[config.mk]
export PLATFORM = sky130hd
export DESIGN_NAME = tlp_tx_arbiter
export DESIGN_NICKNAME = d
export VERILOG_FILES = /design/src/rtl/tlp_tx_arbiter.sv
export SDC_FILE = /design/constraint.sdc
export NUM_CORES = 1
export LEC_CHECK = 0
export BUFFER_PORTS_ARGS = -buffer_cell sky130_fd_sc_hd__buf_2
export CAP_MARGIN = 20
export CORE_UTILIZATION = 47
export CTS_CLUSTER_SIZE = 10
export DETAILED_ROUTE_END_ITERATION = 8
export GPL_ROUTABILITY_DRIVEN = 0
export PLACE_DENSITY_LB_ADDON = 0.15
export SYNTH_ARGS = -nofsm -noshare
export SYNTH_HDL_FRONTEND = slang
export SYNTH_SLANG_ARGS = --single-unit
export TNS_END_PERCENT = 20
[constraint.sdc]
create_clock -name clk_125 -period 2.1 [get_ports clk_125]
set_clock_uncertainty 0.15 [all_clocks]
set_input_delay 0.105 -clock clk_125 [delete_from_list [all_inputs] [get_ports clk_125]]
set_output_delay 0.105 -clock clk_125 [all_outputs]
set_load 0.1 [all_outputs]
[src/rtl/tlp_tx_arbiter.sv]
// Two-requester arbiter for the 16-bit PCIe TLP transmit port: grants one source,
// runs the tx_req/tx_rdy handshake, then passes that source's beats straight through.
module tlp_tx_arbiter #(
    parameter int MAX_BEATS  = 512,
    parameter int CNT_W      = 10,
    parameter bit FIXED_PRIO = 1'b0
) (
    input  logic        clk_125,
    input  logic        sys_rst,
    input  logic        a_req,
    output logic        a_gnt,
    output logic        a_rdy,
    input  logic        a_st,
    input  logic        a_end,
    input  logic [15:0] a_data,
    input  logic        b_req,
    output logic        b_gnt,
    output logic        b_rdy,
    input  logic        b_st,
    input  logic        b_end,
    input  logic [15:0] b_data,
    output logic        tx_req,
    input  logic        tx_rdy,
    output logic        tx_st,
    output logic        tx_end,
    output logic [15:0] tx_data,
    output logic        busy,
    output logic        err_overrun
);

    typedef enum logic [1:0] {
        ST_IDLE,
        ST_REQ,
        ST_XFER
    } state_t;

    localparam logic [CNT_W-1:0] LP_CNT_LAST = CNT_W'(MAX_BEATS - 1);

    state_t           r_state, w_state_nx;
    logic             r_sel, w_sel_nx;     // 0 = A, 1 = B
    logic             r_last, w_last_nx;   // last requester that completed a TLP
    logic             r_a_gnt, w_a_gnt_nx;
    logic             r_b_gnt, w_b_gnt_nx;
    logic             r_tx_req, w_tx_req_nx;
    logic             r_err, w_err_nx;
    logic [CNT_W-1:0] r_cnt, w_cnt_nx;

    logic        w_xfer;
    logic        w_sel_req;
    logic        w_sel_st;
    logic        w_sel_end;
    logic [15:0] w_sel_data;
    logic        w_force_end;
    logic        w_beat;
    logic        w_last_beat;
    logic        w_winner;

    assign w_xfer      = (r_state == ST_XFER);
    assign w_sel_req   = r_sel ? b_req  : a_req;
    assign w_sel_st    = r_sel ? b_st   : a_st;
    assign w_sel_end   = r_sel ? b_end  : a_end;
    assign w_sel_data  = r_sel ? b_data : a_data;
    assign w_force_end = (r_cnt == LP_CNT_LAST);
    assign w_beat      = w_xfer & tx_rdy;
    assign w_last_beat = w_beat & (w_sel_end | w_force_end);

    // B wins when alone, or on a tie in round-robin mode when A was served last.
    assign w_winner = b_req & (~a_req | ((FIXED_PRIO == 1'b0) & ~r_last));

    always_ff @(posedge clk_125) begin
        if (sys_rst) begin
            r_state  <= ST_IDLE;
            r_sel    <= 1'b0;
            r_last   <= 1'b1;
            r_a_gnt  <= 1'b0;
            r_b_gnt  <= 1'b0;
            r_tx_req <= 1'b0;
            r_err    <= 1'b0;
            r_cnt    <= '0;
        end else begin
            r_state  <= w_state_nx;
            r_sel    <= w_sel_nx;
            r_last   <= w_last_nx;
            r_a_gnt  <= w_a_gnt_nx;
            r_b_gnt  <= w_b_gnt_nx;
            r_tx_req <= w_tx_req_nx;
            r_err    <= w_err_nx;
            r_cnt    <= w_cnt_nx;
        end
    end

    always_comb begin
        w_state_nx  = r_state;
        w_sel_nx    = r_sel;
        w_last_nx   = r_last;
        w_a_gnt_nx  = r_a_gnt;
        w_b_gnt_nx  = r_b_gnt;
        w_tx_req_nx = r_tx_req;
        w_err_nx    = r_err;
        w_cnt_nx    = r_cnt;
        case (r_state)
            ST_IDLE: begin
                if (a_req | b_req) begin
                    w_state_nx  = ST_REQ;
                    w_sel_nx    = w_winner;
                    w_a_gnt_nx  = ~w_winner;
                    w_b_gnt_nx  = w_winner;
                    w_tx_req_nx = 1'b1;
                end
            end
            ST_REQ: begin
                // Withdrawal beats a simultaneous tx_rdy.
                if (!w_sel_req) begin
                    w_state_nx  = ST_IDLE;
                    w_a_gnt_nx  = 1'b0;
                    w_b_gnt_nx  = 1'b0;
                    w_tx_req_nx = 1'b0;
                end else if (tx_rdy) begin
                    w_state_nx  = ST_XFER;
                    w_tx_req_nx = 1'b0;
                    w_cnt_nx    = '0;
                end
            end
            ST_XFER: begin
                if (w_last_beat) begin
                    w_state_nx = ST_IDLE;
                    w_a_gnt_nx = 1'b0;
                    w_b_gnt_nx = 1'b0;
                    w_last_nx  = r_sel;
                    if (!w_sel_end) begin
                        w_err_nx = 1'b1;
                    end
                end else if (w_beat) begin
                    w_cnt_nx = r_cnt + 1'b1;
                end
            end
            default: begin
                w_state_nx = ST_IDLE;
            end
        endcase
    end

    assign a_gnt       = r_a_gnt;
    assign b_gnt       = r_b_gnt;
    assign a_rdy       = w_beat & ~r_sel;
    assign b_rdy       = w_beat & r_sel;
    assign tx_req      = r_tx_req;
    assign tx_st       = w_beat & w_sel_st;
    assign tx_end      = w_last_beat;
    assign tx_data     = w_xfer ? w_sel_data : 16'h0000;
    assign busy        = (r_state != ST_IDLE);
    assign err_overrun = r_err;

endmodule

==> impl_metrics.py <==
metrics = {
    "synthesis": {
        "synth_edf_count": 0,
        "synthesis.area_um2": 1460,
        "synth_area_leader_cell": "dfxtp_1",
        "synth_common_cells": "25 x mux2i_1, 25 x nor2_1, 18 x dfxtp_1",
        "syn_nets": 223,
        "postSynthCellCount": 177,
        "synth_warnings": 0,
        "ys_ff_latch": 18,
        "ys.flop_type": "dfxtp_1",
        "synthArstFlopShare_pct": 0,
        "synth_cell_types": 47,
        "syn_avg_cell_area_um2": 8.25,
        "synth_area_leaders": "dfxtp_1 25%, mux2i_1 17%, nor2_1 6.4%",
        "netlist.area_leader.share_pct": 24.7,
        "seq_area_frac_synth_pct": 24.7,
    },
    "worst_setup_path": {
        "worstSetupEndpointType": "output pin",
        "critPathMaxStageDelay_ps": 350,
        "crit_chain": "inv_1 > ha_2 > inv_2 > buf_4 > nor2_1 > buf_12",
        "critPathKind": "reg -> out",
        "path_delay_family": "buffers and inverters",
        "worst-path-buf-inv": 4,
        "cp.arrival_ps": 1810,
        "path_max_fanout": 16,
        "cp.required_ps": 1850,
        "start_kind": "flop",
        "crit_slowest_cell": "dfxtp_1",
    },
    "placement": {
        "dp_hpwl_um": 3130,
        "place_ws_ps": 73.6,
        "placed_cells_incl_taps": 268,
        "port_buffers": 65,
    },
    "global_routing": {
        "use_met2_pct": 36.7,
        "grt_usage_pct": 23.6,
        "grt.busiest_layer": "met2",
        "antenna_found_initial": 0,
        "grt_pass1_vias": 1379,
        "grt_first_pass_wirelength_um": 6130,
        "use_met1_pct": 31.9,
        "grt_max_degree": 21,
        "use_met3_pct": 5.80,
        "overflow": 0,
    },
    "final_layout": {
        "syn_to_final_growth_pct": 47.2,
        "diodes": 0,
        "nNetsFinal": 288,
        "fin_cells": 271,
        "nFillCells": 201,
        "drive_gt1_share_pct": 40.8,
    },
    "status": {
        "status": "complete, no violations",
    },
    "pwr": {
        "vdd_drop_max_v": 0.000423,
        "p_per_area_nw_per_um2": 573,
        "p_leak_nw": 0.849,
    },
    "sta": {
        "grt_setup_unrepaired": "yes",
        "finalSetupViolCount": 0,
        "final_max_slew_viol_count": 0,
        "period_needed_ps": 2060,
        "setup_slack_ps": 37.5,
        "final-hold-violation-count": 0,
        "relSlewSlack_pct": 66.2,
        "max_freq_mhz": 485,
        "worstMarginPinSlew_ps": 498,
        "fin_crit_sh_pct": 98.2,
    },
    "route": {
        "ant_nets": 0,
        "remaining_drc_errors": 0,
        "first_pass_iters": 4,
        "drt-wirelength-per-cell_um": 14.4,
        "wl_um": 3900,
        "dr_total_vias": 1602,
        "vias_per_cell": 5.91,
        "drt-initial-drc-count": 106,
    },
    "die": {
        "core_um2": 2850,
        "die_area_um2": 3330,
        "row_count": 19,
        "die_x_um": 57.7,
        "start_util_pct": 51.2,
        "ioPinCount": 66,
        "dieHeight_um": 57.7,
    },
    "clock_tree": {
        "ctsHtreeMaxLevel": 1,
        "cts_hold_buf": 0,
        "root_buffer": "clkbuf_4",
        "cts_tree": "yes",
        "cts_sinks": 18,
        "insertion_delay_ps": 290,
        "cts_setup_buffers": 0,
        "cts.clk_slew.worst_paths_ps": 100,
        "cts_buffer_depth": 2,
        "cts_buffers": 3,
    },
    "worst_hold_path": {
        "holdCritPathClass": "in -> reg",
    },
    "job": {
        "maxCapViolCount": 0,
    },
}
-- metal layers --
layer	vias to the layer above	wire, um
met1	683	1650
met2	124	1720
met3	17	438
met5	-	0
met4	0	93
li1	778	-
-- flip-flops by register name, summed over array words and instances (netlist names) --
register and count:
tx_req 1, b_gnt 1, err_overrun 1, r_last 1, r_state 2, r_sel 1
r_cnt 10, a_gnt 1
-- cells in the final DEF, fill, tap and decap left out, types with 4 or more instances in the layout --
master,n
a21oi_1,8
nor2_2,8
nor2_1,14
buf_12,18
buf_4,4
buf_2,46
ha_1,4
mux2i_1,25
nand2b_1,7
o31ai_1,4
dfxtp_1,17
clkbuf_4,4
inv_1,11
nand4_1,6
o21ai_0,4
nand2_1,13
-- final cells by class --
type / instances / area (um^2) / share of cell area (%)
tap: 31 / 38.8 / 1.80
inverter: 12 / 45.0 / 2.10
timing repair buffer: 69 / 628 / 29.2
multi-input combinational: 138 / 1050 / 49.0
clock buffer: 3 / 22.5 / 1.05
sequential: 18 / 362 / 16.8
-- where the power goes --
part / total, W / internal (W) / switching [W]
registers: 0.000382 / 0.000364 / 0.0000183
logic: 0.000682 / 0.000216 / 0.000466
clock network: 0.000168 / 0.0000666 / 0.000102
total: 0.00123 / 0.000646 / 0.000586
-- path summary, 6_finish.rpt --
| kind | startpoint | endpoint | slack, ps | cells after the start |
|---|---|---|---|---|
| max | r_state[0]$_SDFFE_PP0P_ | tx_data[15] | 40 | 6 |
| min | sys_rst | r_sel$_SDFFE_PP0P_ | 20 | 2 |
| max reg2reg | r_state[0]$_SDFFE_PP0P_ | a_gnt$_SDFFE_PP0P_ | 80 | 6 |
| min reg2reg | tx_req$_SDFFE_PP0P_ | tx_req$_SDFFE_PP0P_ | 330 | 2 |
-- logic make-up after synthesis --
group / count (synthesis) / synth area share [%]
AND/OR/NAND/NOR: 68 / 24.0
AO/OA/AOI/OAI: 36 / 20.2
flip-flops: 18 / 24.7
multiplexers: 29 / 20.6
buffers and inverters: 21 / 6.25
adder cells (fa/ha/maj): 5 / 4.28
-- worst register-to-register path, cell delays in order (launching register included) --
cell and delay [ps]:
dfxtp_1 350, inv_1 100, ha_1 180, or3b_2 500, o211ai_1 120, a21o_1 160
mux2_1 340
-- repair_timing --
action,4_1_cts,5_1_grt
setup endpoints to repair,7,11
resized for setup,1,2
hold endpoints to repair,0,0
-- per-stage QoR --
step           instance area [um^2]  utilization (%)  power (W)  TNS (ps)  hold slack [ps]
2_1_floorplan                  1500                -   0.000885     -3970              139
3_3_place_gp                   2120             74.3    0.00106         0              304
3_5_place_dp                   2120             74.3    0.00106         0              308
4_1_cts                        2150             75.2    0.00123         0             6.02
5_1_grt                        2150             75.4    0.00130      -468             19.0
6_report                       2150             75.4    0.00123         0             18.0
No activity file was read; power rests on OpenSTA's default activity.
